$ cat config.mk
export PLATFORM = sky130hd
export DESIGN_NAME = move_parser_flat
export DESIGN_NICKNAME = d
export VERILOG_FILES = /design/src/rtl/dial_pkg.sv /design/src/rtl/move_parser_if.sv /design/src/rtl/dec_accum.sv /design/src/rtl/move_parser.sv /design/src/flat_wrapper.sv
export SDC_FILE = /design/constraint.sdc
export NUM_CORES = 1
export LEC_CHECK = 0
export ABC_AREA = 1
export CAP_MARGIN = 10
export CORE_MARGIN = 3
export CORE_UTILIZATION = 25
export DETAILED_ROUTE_END_ITERATION = 7
export GPL_TIMING_DRIVEN = 0
export MAX_ROUTING_LAYER = met4
export SLEW_MARGIN = 5
export SYNTH_ARGS = -nofsm -noshare
export SYNTH_HDL_FRONTEND = slang
export SYNTH_SLANG_ARGS = --single-unit
$ cat constraint.sdc
create_clock -name clk -period 6.6 [get_ports clk]
set_input_delay 1.65 -clock clk [delete_from_list [all_inputs] [get_ports clk]]
set_output_delay 1.65 -clock clk [all_outputs]
set_load 0.005 [all_outputs]
$ cat src/rtl/dial_pkg.sv
// Shared types and constants for the dial-rotation processor.
// ASCII byte classes, parser states and direction encoding.
package dial_pkg;

  localparam int DIST_W_DEF = 16;

  localparam logic [7:0] CH_L  = 8'h4C;
  localparam logic [7:0] CH_R  = 8'h52;
  localparam logic [7:0] CH_0  = 8'h30;
  localparam logic [7:0] CH_9  = 8'h39;
  localparam logic [7:0] CH_LF = 8'h0A;
  localparam logic [7:0] CH_CR = 8'h0D;

  localparam logic DIR_L = 1'b0;
  localparam logic DIR_R = 1'b1;

  typedef enum logic [1:0] {
    IDLE,
    DIGITS,
    SKIP
  } pstate_e;

  function automatic logic is_digit(
    input logic [7:0] b
  );
    return (b >= CH_0) && (b <= CH_9);
  endfunction

endpackage

$ cat src/rtl/move_parser_if.sv
// Byte-in / move-out handshake bundle of the move parser.
// slave = parser side, master = driving/consuming side.
interface move_parser_if
  import dial_pkg::*;
#(
  parameter int DIST_W = DIST_W_DEF
) ();

  logic              in_valid;
  logic [7:0]        in_data;
  logic              in_last;
  logic              in_ready;
  logic              move_valid;
  logic              move_dir;
  logic [DIST_W-1:0] move_dist;
  logic              move_ready;

  modport slave (
    input  in_valid,
    input  in_data,
    input  in_last,
    output in_ready,
    output move_valid,
    output move_dir,
    output move_dist,
    input  move_ready
  );

  modport master (
    output in_valid,
    output in_data,
    output in_last,
    input  in_ready,
    input  move_valid,
    input  move_dir,
    input  move_dist,
    output move_ready
  );

endinterface

$ cat src/rtl/dec_accum.sv
// Decimal accumulate step: acc*10 + d with exact overflow.
// Computed in DIST_W+4 bits so no carry is ever lost.
module dec_accum
  import dial_pkg::*;
#(
  parameter int DIST_W = DIST_W_DEF
) (
  input  logic [DIST_W-1:0] acc_i,
  input  logic [3:0]        dig_i,
  output logic [DIST_W-1:0] sum_o,
  output logic              ovf_o
);

  logic [DIST_W+3:0] acc_w;
  logic [DIST_W+3:0] wide;

  assign acc_w = {4'b0000, acc_i};

  // shift-add form of the multiply by ten
  assign wide = (acc_w << 3)
              + (acc_w << 1)
              + {{DIST_W{1'b0}}, dig_i};

  assign sum_o = wide[DIST_W-1:0];
  assign ovf_o = |wide[DIST_W+3:DIST_W];

endmodule

$ cat src/rtl/move_parser.sv
// ASCII move-line parser: "L68\n" -> (dir, dist) moves.
// One-deep output register, error/move counters, done flag.
module move_parser
  import dial_pkg::*;
#(
  parameter int DIST_W = DIST_W_DEF,
  parameter int CNT_W  = 16,
  parameter int ERR_W  = 8
) (
  input  logic             clk,
  input  logic             rst_n,
  move_parser_if.slave     bus,
  output logic [CNT_W-1:0] move_count,
  output logic [ERR_W-1:0] err_count,
  output logic             done
);

  pstate_e           state_q, state_d;
  logic              dir_q, dir_d;
  logic [DIST_W-1:0] acc_q, acc_d;
  logic              nd_q, nd_d;
  logic              sl_q, sl_d;

  logic              mv_valid_q;
  logic              mv_dir_q;
  logic [DIST_W-1:0] mv_dist_q;

  logic [CNT_W-1:0]  mcnt_q;
  logic [ERR_W-1:0]  ecnt_q;
  logic              done_q;

  logic              acc_en;
  logic              pop;
  logic              emit;
  logic              err_inc;
  logic              b_lr;
  logic              b_dig;
  logic              b_lf;
  logic              b_cr;
  logic              b_dir;
  logic [DIST_W-1:0] sum;
  logic              ovf;

  assign bus.in_ready = ~sl_q
                      & (~mv_valid_q | bus.move_ready);

  assign acc_en = bus.in_valid & bus.in_ready;
  assign pop    = mv_valid_q & bus.move_ready;

  assign b_lr  = (bus.in_data == CH_L)
               | (bus.in_data == CH_R);
  assign b_dig = is_digit(bus.in_data);
  assign b_lf  = (bus.in_data == CH_LF);
  assign b_cr  = (bus.in_data == CH_CR);
  assign b_dir = (bus.in_data == CH_R) ? DIR_R : DIR_L;

  dec_accum #(
    .DIST_W (DIST_W)
  ) u_dec (
    .acc_i (acc_q),
    .dig_i (bus.in_data[3:0]),
    .sum_o (sum),
    .ovf_o (ovf)
  );

  // line-parse next state; in_last closes the line after the byte
  always_comb begin
    state_d = state_q;
    dir_d   = dir_q;
    acc_d   = acc_q;
    nd_d    = nd_q;
    sl_d    = sl_q;
    emit    = 1'b0;
    err_inc = 1'b0;
    if (acc_en) begin
      if (!b_cr) begin
        unique case (state_q)
          IDLE: begin
            unique case (1'b1)
              b_lr: begin
                dir_d   = b_dir;
                acc_d   = '0;
                nd_d    = 1'b0;
                state_d = DIGITS;
              end
              b_lf: state_d = IDLE;
              default: begin
                state_d = SKIP;
                err_inc = 1'b1;
              end
            endcase
          end
          DIGITS: begin
            unique case (1'b1)
              b_dig: begin
                if (ovf) begin
                  state_d = SKIP;
                  err_inc = 1'b1;
                end else begin
                  acc_d = sum;
                  nd_d  = 1'b1;
                end
              end
              b_lf: begin
                state_d = IDLE;
                emit    = nd_q;
                err_inc = ~nd_q;
              end
              default: begin
                state_d = SKIP;
                err_inc = 1'b1;
              end
            endcase
          end
          SKIP: begin
            if (b_lf) state_d = IDLE;
          end
          default: state_d = IDLE;
        endcase
      end
      if (bus.in_last) begin
        if (state_d == DIGITS) begin
          emit    = nd_d;
          err_inc = ~nd_d;
        end
        state_d = IDLE;
        sl_d    = 1'b1;
      end
    end
  end

  // parser state registers
  always_ff @(posedge clk or negedge rst_n) begin
    if (!rst_n) begin
      state_q <= IDLE;
      dir_q   <= DIR_L;
      acc_q   <= '0;
      nd_q    <= 1'b0;
      sl_q    <= 1'b0;
    end else begin
      state_q <= state_d;
      dir_q   <= dir_d;
      acc_q   <= acc_d;
      nd_q    <= nd_d;
      sl_q    <= sl_d;
    end
  end

  // output move register; reload on emit even while popping
  always_ff @(posedge clk or negedge rst_n) begin
    if (!rst_n) begin
      mv_valid_q <= 1'b0;
      mv_dir_q   <= DIR_L;
      mv_dist_q  <= '0;
    end else if (emit) begin
      mv_valid_q <= 1'b1;
      mv_dir_q   <= dir_d;
      mv_dist_q  <= acc_d;
    end else if (pop) begin
      mv_valid_q <= 1'b0;
    end
  end

  // saturating move / error counters
  always_ff @(posedge clk or negedge rst_n) begin
    if (!rst_n) begin
      mcnt_q <= '0;
      ecnt_q <= '0;
    end else begin
      if (pop && (mcnt_q != '1))
        mcnt_q <= mcnt_q + 1'b1;
      if (err_inc && (ecnt_q != '1))
        ecnt_q <= ecnt_q + 1'b1;
    end
  end

  // sticky completion once the stream ended and drained
  always_ff @(posedge clk or negedge rst_n) begin
    if (!rst_n) begin
      done_q <= 1'b0;
    end else begin
      done_q <= done_q | (sl_q & ~mv_valid_q);
    end
  end

  assign bus.move_valid = mv_valid_q;
  assign bus.move_dir   = mv_dir_q;
  assign bus.move_dist  = mv_dist_q;
  assign move_count     = mcnt_q;
  assign err_count      = ecnt_q;
  assign done           = done_q;

endmodule

$ cat src/flat_wrapper.sv
// flat-port wrapper written by rule: the top's interface ports become plain ports
module move_parser_flat import dial_pkg::*;
#(
  parameter int DIST_W = DIST_W_DEF,
  parameter int CNT_W  = 16,
  parameter int ERR_W  = 8
)
  (clk, rst_n, move_count, err_count, done, bus_in_valid, bus_in_data, bus_in_last, bus_in_ready, bus_move_valid, bus_move_dir, bus_move_dist, bus_move_ready);
  move_parser_if #(.DIST_W(DIST_W)) bus_i ();
  input  logic clk;
  input  logic rst_n;
  output logic [CNT_W-1:0] move_count;
  output logic [ERR_W-1:0] err_count;
  output logic done;
  input wire logic [$bits(bus_i.in_valid)-1:0] bus_in_valid;
  input wire logic [$bits(bus_i.in_data)-1:0] bus_in_data;
  input wire logic [$bits(bus_i.in_last)-1:0] bus_in_last;
  output wire logic [$bits(bus_i.in_ready)-1:0] bus_in_ready;
  output wire logic [$bits(bus_i.move_valid)-1:0] bus_move_valid;
  output wire logic [$bits(bus_i.move_dir)-1:0] bus_move_dir;
  output wire logic [$bits(bus_i.move_dist)-1:0] bus_move_dist;
  input wire logic [$bits(bus_i.move_ready)-1:0] bus_move_ready;
  assign bus_i.in_valid = bus_in_valid;
  assign bus_i.in_data = bus_in_data;
  assign bus_i.in_last = bus_in_last;
  assign bus_in_ready = bus_i.in_ready;
  assign bus_move_valid = bus_i.move_valid;
  assign bus_move_dir = bus_i.move_dir;
  assign bus_move_dist = bus_i.move_dist;
  assign bus_i.move_ready = bus_move_ready;
  move_parser #(.DIST_W(DIST_W), .CNT_W(CNT_W), .ERR_W(ERR_W)) u_core (.clk(clk), .rst_n(rst_n), .bus(bus_i), .move_count(move_count), .err_count(err_count), .done(done));
endmodule
==> flow_summary.json, run 1 <==
{
  "final.period_utilization_pct": 77.5,
  "clock_skew_ns": 0.00712,
  "synth_nets": 655,
  "wl_per_cell_um": 12.1,
  "p_int_mw": 0.695,
  "die_width_um": 139,
  "met2_usage_pct": 18.8,
  "syn-instance-count": 607,
  "cp.required_ns": 6.82,
  "cts.sinks": 64,
  "synth_cell_types": 38,
  "grt_usage_pct": 12.1,
  "synth_seq_cells": 64,
  "finalPower_mw": 0.889,
  "max_cap_violations": 0,
  "final_core_util_pct": 32.0,
  "hpwl_um": 8580,
  "finalSetupViolations": 0,
  "viasPerCell": 4.48,
  "final_layout_size_suffix_gt1_share_pct": 6.48,
  "synth_enable_flop_cells": 0,
  "ios": 57,
  "drc_errors": 0,
  "drtIter0Drc": 177,
  "multiInputGateArea_um2": 2550,
  "postSynthAreaPerCell_um2": 7.31,
  "switching_share_pct": 21.8,
  "clk_pin_slew_ns": 0.05,
  "critPathKind": "in -> reg",
  "seqCellArea_um2": 1600,
  "synth_top_area_cell": "dfrtp_1",
  "irDropWorstVdd_v": 0.000103,
  "fin_tns_setup_ns": 0,
  "synthTopCellsByArea": "dfrtp_1, nand2_1, ha_1",
  "cts_tree": "done",
  "fin_crit_ns": 5.12,
  "wl_um": 10900,
  "p_clk_share_pct": 51.7,
  "crit_arrival_ns": 5.34,
  "cts_buffer_depth": 2,
  "cts_resized": 0,
  "rsz0062_at_grt": "no",
  "nFillCells": 1846,
  "dieHeight_um": 139,
  "grt-ovfl-total": 0,
  "antenna_found_initial": 0,
  "coreArea_um2": 17400,
  "place_congestion": 0.859,
  "cts_buffers": 9,
  "crit_path_start_kind": "input port",
  "cp_max_fo": 10,
  "met1_usage_pct": 16.0,
  "p_per_area_nw_per_um2": 160,
  "antenna_left": 0,
  "dieArea_um2": 19400,
  "initial_utilization_pct": 25.6,
  "grt_pass1_wl_um": 19200,
  "place_ws_ns": 1.12,
  "portBuffers": 56,
  "max_slew.worst_pin.slew_ns": 0.799,
  "max_freq_mhz": 195,
  "root_buffer": "clkbuf_16",
  "hold_violations": 0,
  "p_sw_mw": 0.194,
  "synthTopCellsByCount": "nand2_1, dfrtp_1, inv_1, nand3_1, ha_1",
  "syn_to_final_growth_pct": 25.3,
  "grt_pass1_vias": 3902,
  "nets": 722,
  "insertion_delay_ns": 0.34,
  "syn-cell-area_um2": 4440,
  "grt_max_degree": 65,
  "p_comb_share_pct": 3.9,
  "slew_headroom_pct": 46.7,
  "num_vias": 4053,
  "synth_top_area_share_pct": 36.1,
  "htreeDepth": 3,
  "yosysSeqAreaShare_pct": 36.1,
  "drt-pass1-iter-count": 4,
  "yosysWarnings": 0,
  "r2r_slack_ns": 2.99,
  "synthFlopType": "dfrtp_1",
  "p_seq_share_pct": 44.3,
  "setup_ws_ns": 1.48,
  "postCtsSetupBuffers": 0,
  "holdCritPathClass": "reg -> reg",
  "use_met3_pct": 2.68,
  "grt.busiest_layer": "met2",
  "synthArstFlopShare_pct": 100,
  "p_leak_nw": 3.00,
  "cp-end-kind": "flop",
  "ctsHoldBuffers": 0,
  "rows": 48,
  "drv_slew": 0,
  "diodes": 0,
  "yosysMostFrequentCell": "nand2_1",
  "outcome": "finished clean"
}
[layout make-up]
type	count	share of cell area, %
multi-input combinational	469	45.8
sequential	64	28.8
timing repair buffer	56	10.0
tap	225	5.06
inverter	65	4.39
clock buffer	12	4.25
buffer	9	0.833
clock inverter	4	0.810
[critical path, cell delays in order]
cell	delay, ns
clkdlybuf4s50_1	0.52
inv_1	0.09
fa_1	0.53
inv_1	0.06
fa_1	0.43
nand2_1	0.10
nand2_1	0.11
nand3b_1	0.12
nand2_2	0.08
nand2_1	0.10
nand2_1	0.06
nand2_1	0.06
nand2_1	0.08
nor2_4	0.16
nand3_2	0.13
nand2_1	0.10
nand2_2	0.07
nor2_4	0.12
nand4_4	0.20
nand2_2	0.23
nand2_2	0.15
nand2_1	0.12
nand2_1	0.05
[metal layers]
metal  wire (µm)  share of wire, %
met1        5380                49
met2        5060                46
met3         357               3.3
met4         123               1.1
met5           0                 0
[power by group through the flow]
| stage | combinational [mW] | clock [mW] | sequential (mW) |
|---|---|---|---|
| floorplan | 0.0150 | 0 | 0.401 |
| global placement | 0.0359 | 0 | 0.401 |
| detailed placement | 0.0362 | 0 | 0.401 |
| CTS | 0.0362 | 0.472 | 0.394 |
| global route | 0.0402 | 0.490 | 0.394 |
| finish | 0.0350 | 0.460 | 0.394 |
[placed cells by master, fill, tap and decap left out, types with 2 or more instances in the layout]
cell,count
xnor2_1,9
nor2_4,3
clkdlybuf4s50_1,55
and3_1,3
nand3_2,2
xor2_1,20
nand3_1,35
nand3b_1,2
buf_2,4
o22ai_1,2
o21ai_0,8
o21bai_1,2
o211ai_1,2
clkbuf_1,7
ha_1,33
nand2_1,244
clkbuf_16,9
a31oi_1,4
inv_2,5
o31ai_1,2
nor2_1,29
fa_1,2
nor4_1,3
a21oi_1,15
nor3_1,7
inv_1,60
dfrtp_1,64
clkinv_2,3
nand4_1,22
nand2_2,7
or2_1,2
or2_2,3
[registers in the layout (all words and copies together), names as in the netlist]
signal	count
u_core.bus.move_valid	1
u_core.acc_q	16
u_core.sl_q	1
u_core.bus.move_dist	16
u_core.bus.move_dir	1
u_core.move_count	16
u_core.err_count	8
u_core.state_q	2
u_core.dir_q	1
u_core.done	1
u_core.nd_q	1
[worst paths after layout]
path                                          from                 endpoint  cells past startpoint
max in group asynchronous                    rst_n      u_core.err_count[1]                      1
hold reg to reg            u_core.bus.move_dist[8]  u_core.bus.move_dist[8]                      2
min in group asynchronous                    rst_n    u_core.move_count[11]                      1
hold / removal             u_core.bus.move_dist[8]  u_core.bus.move_dist[8]                      2
setup reg to reg                   u_core.acc_q[0]      u_core.err_count[6]                     22
setup / recovery                    bus_in_data[3]      u_core.err_count[6]                     23
[kinds of logic (layout without fill, tap and decap cells)]
logic type      after synthesis  in the layout  synth area share, %
flops                        64             64                 36.1
simple gates                369            369                 36.8
xor+xnor                     29             29                 5.72
compound gates               36             36                 4.62
fa+ha+maj                    35             35                 10.2
buf+inv                      74            146                 6.54
[per-stage QoR]
stage	hold slack [ns]	instances	cell area [µm²]
global placement	0.460	888	5280
finish	0.467	904	5560
CTS	0.475	904	5560
floorplan	0.453	607	4440
detailed placement	0.462	888	5280
global route	0.493	904	5560
(Power assumes the default switching activity.)
==> run 2: changes to the inputs <==
==> constraint.sdc (replaced) <==
create_clock -name clk -period 4.47 [get_ports clk]
set_input_delay 1.1175 -clock clk [delete_from_list [all_inputs] [get_ports clk]]
set_output_delay 1.1175 -clock clk [all_outputs]
set_load 0.005 [all_outputs]
==> flow_summary.json, run 2 (synthesis results as in run 1) <==
{
  "hpwl_um": 8580,
  "rsz0062_at_grt": "no",
  "rows": 48,
  "wl_met1_um": 5440,
  "grt_usage_pct": 12.2,
  "antenna_left": 0,
  "cts.sinks": 64,
  "reg2reg_depth": 22,
  "crit_start": "bus_in_data[1]",
  "reg2reg_from": "u_core.acc_q[0]",
  "holdCritPathClass": "reg -> reg",
  "slew_headroom_pct": 42.0,
  "drc_errors": 0,
  "grt_max_degree": 65,
  "ios": 57,
  "seqCellArea_um2": 1600,
  "cpMostUsedCell": "nand2_1",
  "nets": 733,
  "finalSetupViolations": 0,
  "cpMaxStageDelayCell": "clkdlybuf4s50_1",
  "initial_utilization_pct": 25.6,
  "syn_to_final_growth_pct": 27.7,
  "final_layout_size_suffix_gt1_share_pct": 8.41,
  "die_width_um": 139,
  "r2r_end": "u_core.bus.move_dist[15]",
  "insertion_delay_ns": 0.34,
  "portBuffers": 56,
  "grt_pass1_wl_um": 19300,
  "multiInputGateArea_um2": 2560,
  "clk_pin_slew_ns": 0.05,
  "wl_met3_um": 369,
  "max_slew.worst_pin.slew_ns": 0.865,
  "clock_skew_ns": 0.00712,
  "max_cap_violations": 0,
  "drt-pass1-iter-count": 5,
  "cts_buffer_depth": 2,
  "final.period_utilization_pct": 92.5,
  "final_area_um2": 5670,
  "nFillCells": 1839,
  "num_vias": 4097,
  "grt_pass1_vias": 3934,
  "path_cells": "clkdlybuf4s50_1 > ha_1 > ha_1 > fa_1 > nand2_1 > nand2_2 > nand3b_1 > nand2_2 > nand2_1 > nand2_1 > nand2_1 > nand2_1 > nor2_4 > nand3_2 > nand2_1 > nand2_2 > nor2_4 > nand4_4 > buf_4 > buf_4 > nand4_1 > nand2_1",
  "worstHoldPathCells": 2,
  "grt-ovfl-total": 0,
  "dieArea_um2": 19400,
  "cp_max_fo": 6,
  "viasPerCell": 4.48,
  "layout_commonest_cell": "nand2_1",
  "p_leak_nw": 3.07,
  "cts_tree": "done",
  "hold_violations": 0,
  "irDropWorstVdd_v": 0.000151,
  "cts_buffers": 9,
  "final_cell_mix": "nand2_1, dfrtp_1, inv_1",
  "critPathKind": "in -> reg",
  "wl_per_cell_um": 12.1,
  "crit_arrival_ns": 4.36,
  "cp-end-kind": "flop",
  "cp.required_ns": 4.69,
  "wl_um": 11100,
  "fin_crit_ns": 4.14,
  "outcome": "finished clean",
  "diodes": 0,
  "place_congestion": 0.859,
  "htreeDepth": 3,
  "p_per_area_nw_per_um2": 232,
  "highest_layer": "met4",
  "crit_path_start_kind": "input port",
  "drv_slew": 0,
  "placed_cell_area_um2": 5280,
  "r2r_slack_ns": 1.01,
  "hold_end": "u_core.bus.move_dist[8]",
  "root_buffer": "clkbuf_16",
  "min_from": "u_core.bus.move_dist[8]",
  "coreArea_um2": 17400,
  "max_freq_mhz": 242,
  "max_stage_delay_ns": 0.48,
  "antenna_found_initial": 0,
  "ctsHoldBuffers": 0,
  "hold-worst-slack_ns": 0.468,
  "drtIter0Drc": 201,
  "dieHeight_um": 139,
  "wl_met2_um": 5180
}
[run 2: metrics by stage]
step | power, mW | setup slack [ns] | std cells | utilization (%) | setup TNS [ns]
after floorplan | 0.614 | 0.580 | 607 | - | 0
final | 1.32 | 0.335 | 915 | 32.6 | 0
after detailed placement | 0.645 | -0.480 | 888 | 30.4 | -11.81
after global routing | 1.37 | 0.0328 | 915 | 32.6 | 0
after global placement | 0.645 | -0.474 | 888 | 30.4 | -12.00
after CTS | 1.33 | 0.00374 | 908 | 32.3 | 0
[run 2: how the worst max path moves through the flow]
stage                               end  slack [ns]  cells after the start
6_report       u_core.bus.move_dist[15]        0.33                     22
5_1_grt         u_core.bus.move_dist[3]        0.03                     23
4_1_cts             u_core.err_count[6]       0.004                     23
3_5_place_dp        u_core.err_count[0]       -0.48                     23
3_3_place_gp        u_core.err_count[5]       -0.47                     23
2_1_floorplan       u_core.err_count[0]        0.58                     22
[run 2: layer usage]
layer  global-route usage [%]  up-vias
met5                        -        -
met4                     3.30        0
met3                     2.68       10
met2                     19.0       75
met1                     16.1     1902
li1                         -     2110
[run 2: timing repair]
action / 4_1_cts / 5_1_grt
pin swaps: 0 / 4
resized for setup: 3 / 6
buffers inserted: 4 / 7
endpoints found under the setup margin: 22 / 36
[run 2: worst max-delay path, delay by kind of cell]
family / cells / cell delay, ns
AND/OR/NAND/NOR: 16 / 1.59
adder cells (fa/ha/maj): 3 / 0.85
buffers and inverters: 3 / 0.78
[run 2: area by class of cell]
cell class | count | share of cell area, %
plain buffers | 9 | 0.905
inverters | 65 | 4.31
flip-flops and latches | 64 | 28.3
clock buffers | 12 | 4.17
well taps | 225 | 4.97
clock inverters | 4 | 0.795
repair buffers | 67 | 11.4
multi-input cells | 469 | 45.2
[run 2: power breakdown]
part           internal [mW]  switching, mW  leakage, nW
Combinational         0.0198         0.0364         2.08
Sequential             0.581       0.000938        0.853
Clock                  0.429          0.251        0.140
==> run 3: changes to the inputs <==
--- a/config.mk
+++ b/config.mk
@@ -7,8 +7,7 @@
 export LEC_CHECK = 0
 export ABC_AREA = 1
 export CAP_MARGIN = 10
-export CORE_MARGIN = 3
-export CORE_UTILIZATION = 25
+export CORE_UTILIZATION = 40
 export DETAILED_ROUTE_END_ITERATION = 7
 export GPL_TIMING_DRIVEN = 0
 export MAX_ROUTING_LAYER = met4
==> flow_summary.json, run 3 (synthesis results as in run 1) <==
{
  "nFillCells": 1102,
  "p_comb_share_pct": 4.8,
  "fin_tns_setup_ns": 0,
  "hold_violations": 0,
  "htreeDepth": 3,
  "wl_per_cell_um": 12.8,
  "wl_um": 10600,
  "nets": 728,
  "clk_pin_slew_ns": 0.07,
  "crit_arrival_ns": 4.47,
  "coreArea_um2": 10800,
  "die_width_um": 107,
  "max_slew.worst_pin.slew_ns": 0.814,
  "irDropWorstVdd_v": 0.000144,
  "grt_pass1_vias": 3878,
  "num_vias": 4100,
  "slew_headroom_pct": 45.7,
  "final_cell_mix": "nand2_1, dfrtp_1, inv_1",
  "min_from": "u_core.bus.move_dist[6]",
  "p_int_mw": 0.868,
  "drtIter0Drc": 206,
  "grt_usage_pct": 20.2,
  "p_leak_nw": 3.00,
  "p_sw_mw": 0.266,
  "diodes": 0,
  "hold_end": "u_core.bus.move_dist[6]",
  "ctsHoldBuffers": 0,
  "cts_buffers": 9,
  "initial_utilization_pct": 40.9,
  "multiInputGateArea_um2": 2560,
  "holdCritPathClass": "reg -> reg",
  "worstHoldPathCells": 2,
  "cp-end-kind": "flop",
  "max_freq_mhz": 236,
  "p_per_area_nw_per_um2": 208,
  "p_clk_share_pct": 44.0,
  "setup_ws_ns": 0.228,
  "dieArea_um2": 11500,
  "place_congestion": 0.894,
  "grt_max_degree": 65,
  "place_ws_ns": -0.465,
  "final_layout_size_suffix_gt1_share_pct": 8.03,
  "hpwl_um": 8240,
  "clock_skew_ns": 0.0104,
  "drc_errors": 0,
  "reg2reg_depth": 23,
  "final.period_utilization_pct": 94.9,
  "p_seq_share_pct": 51.2,
  "grt-ovfl-total": 0,
  "switching_share_pct": 23.5,
  "r2r_end": "u_core.bus.move_dist[8]",
  "rows": 38,
  "viasPerCell": 4.97,
  "outcome": "finished clean",
  "cts_tree": "done",
  "reg2reg_from": "u_core.acc_q[0]",
  "syn_to_final_growth_pct": 22.8,
  "cp.required_ns": 4.70,
  "final_core_util_pct": 50.3,
  "critPathKind": "in -> reg",
  "layout_commonest_cell": "nand2_1",
  "antenna_left": 0,
  "fin_crit_ns": 4.24,
  "ios": 57,
  "drt-pass1-iter-count": 5,
  "cp_max_fo": 10,
  "dieHeight_um": 107,
  "finalPower_mw": 1.13,
  "grt_pass1_wl_um": 17900,
  "portBuffers": 56,
  "insertion_delay_ns": 0.34,
  "drv_slew": 0,
  "root_buffer": "clkbuf_8",
  "antenna_found_initial": 0,
  "seqCellArea_um2": 1600,
  "max_cap_violations": 0,
  "finalSetupViolations": 0,
  "cts_buffer_depth": 2,
  "r2r_slack_ns": 0.99,
  "cts.sinks": 64,
  "crit_path_start_kind": "input port"
}
run 3: changes by cell type in the layout (fill, tap and decap cells not counted), sizes merged:
cell / before / now
buf: 17 / 10
clkdlybuf4s50: 53 / 54
clkinv: 3 / 5
dlymetal6s2s: 2 / 1
run 3: what timing repair did:
action	in CTS	in global routing
resized for setup	1	6
pin swaps	0	4
endpoints found under the setup margin	17	33
buffers inserted	2	4
run 3: area by class of cell:
type / count / share of cell area [%]
multi-input combinational: 469 / 47.0
sequential: 64 / 29.4
timing repair buffer: 62 / 11.3
inverter: 65 / 4.48
tap: 140 / 3.22
clock buffer: 10 / 2.53
clock inverter: 6 / 1.08
buffer: 9 / 0.942
run 3: layer usage:
metal  GRT usage (%)  wire length (µm)
met4            4.79               110
met2            31.4              4910
met3            3.81               376
met5               -                 0
met1            27.3              5170
run 3: through the flow:
stage	hold WS, ns	instances	instance area [µm²]
floorplan	0.453	607	4440
global placement	0.460	803	5170
detailed placement	0.462	803	5170
CTS	0.479	821	5400
global route	0.499	825	5450
finish	0.472	825	5450
run 3: how the worst max path moves through the flow:
stage	from	endpoint	depth (start not counted)
global route	bus_in_data[2]	u_core.err_count[2]	22
floorplan	bus_in_data[3]	u_core.err_count[0]	22
detailed placement	bus_in_data[3]	u_core.err_count[7]	23
finish	bus_in_data[2]	u_core.bus.move_dist[8]	23
global placement	bus_in_data[3]	u_core.err_count[4]	23
CTS	bus_in_data[3]	u_core.bus.move_dist[3]	23
run 3: worst max-delay path, cell delays in order:
cell and delay, ns:
clkdlybuf4s50_1 0.48, ha_1 0.33, ha_1 0.25, fa_1 0.40
nand2_1 0.11, nand2_2 0.09, nand3b_1 0.11, nand2_2 0.08
nand2_1 0.09, nand2_1 0.05, nand2_1 0.06, nand2_1 0.08
nor2_4 0.20, nand2_1 0.10, nand3_1 0.10, nand2_1 0.11
nand2_2 0.11, nand3_2 0.10, nand2_4 0.11, nand3_4 0.11
buf_6 0.16, nand2_1 0.06, nand2_1 0.04
run 3: power groups by stage:
stage / registers, mW / clock network (mW) / logic, mW
3_5_place_dp: 0.592 / 0 / 0.0530
3_3_place_gp: 0.592 / 0 / 0.0526
4_1_cts: 0.580 / 0.515 / 0.0537
6_report: 0.581 / 0.499 / 0.0546
2_1_floorplan: 0.592 / 0 / 0.0221
5_1_grt: 0.580 / 0.540 / 0.0623
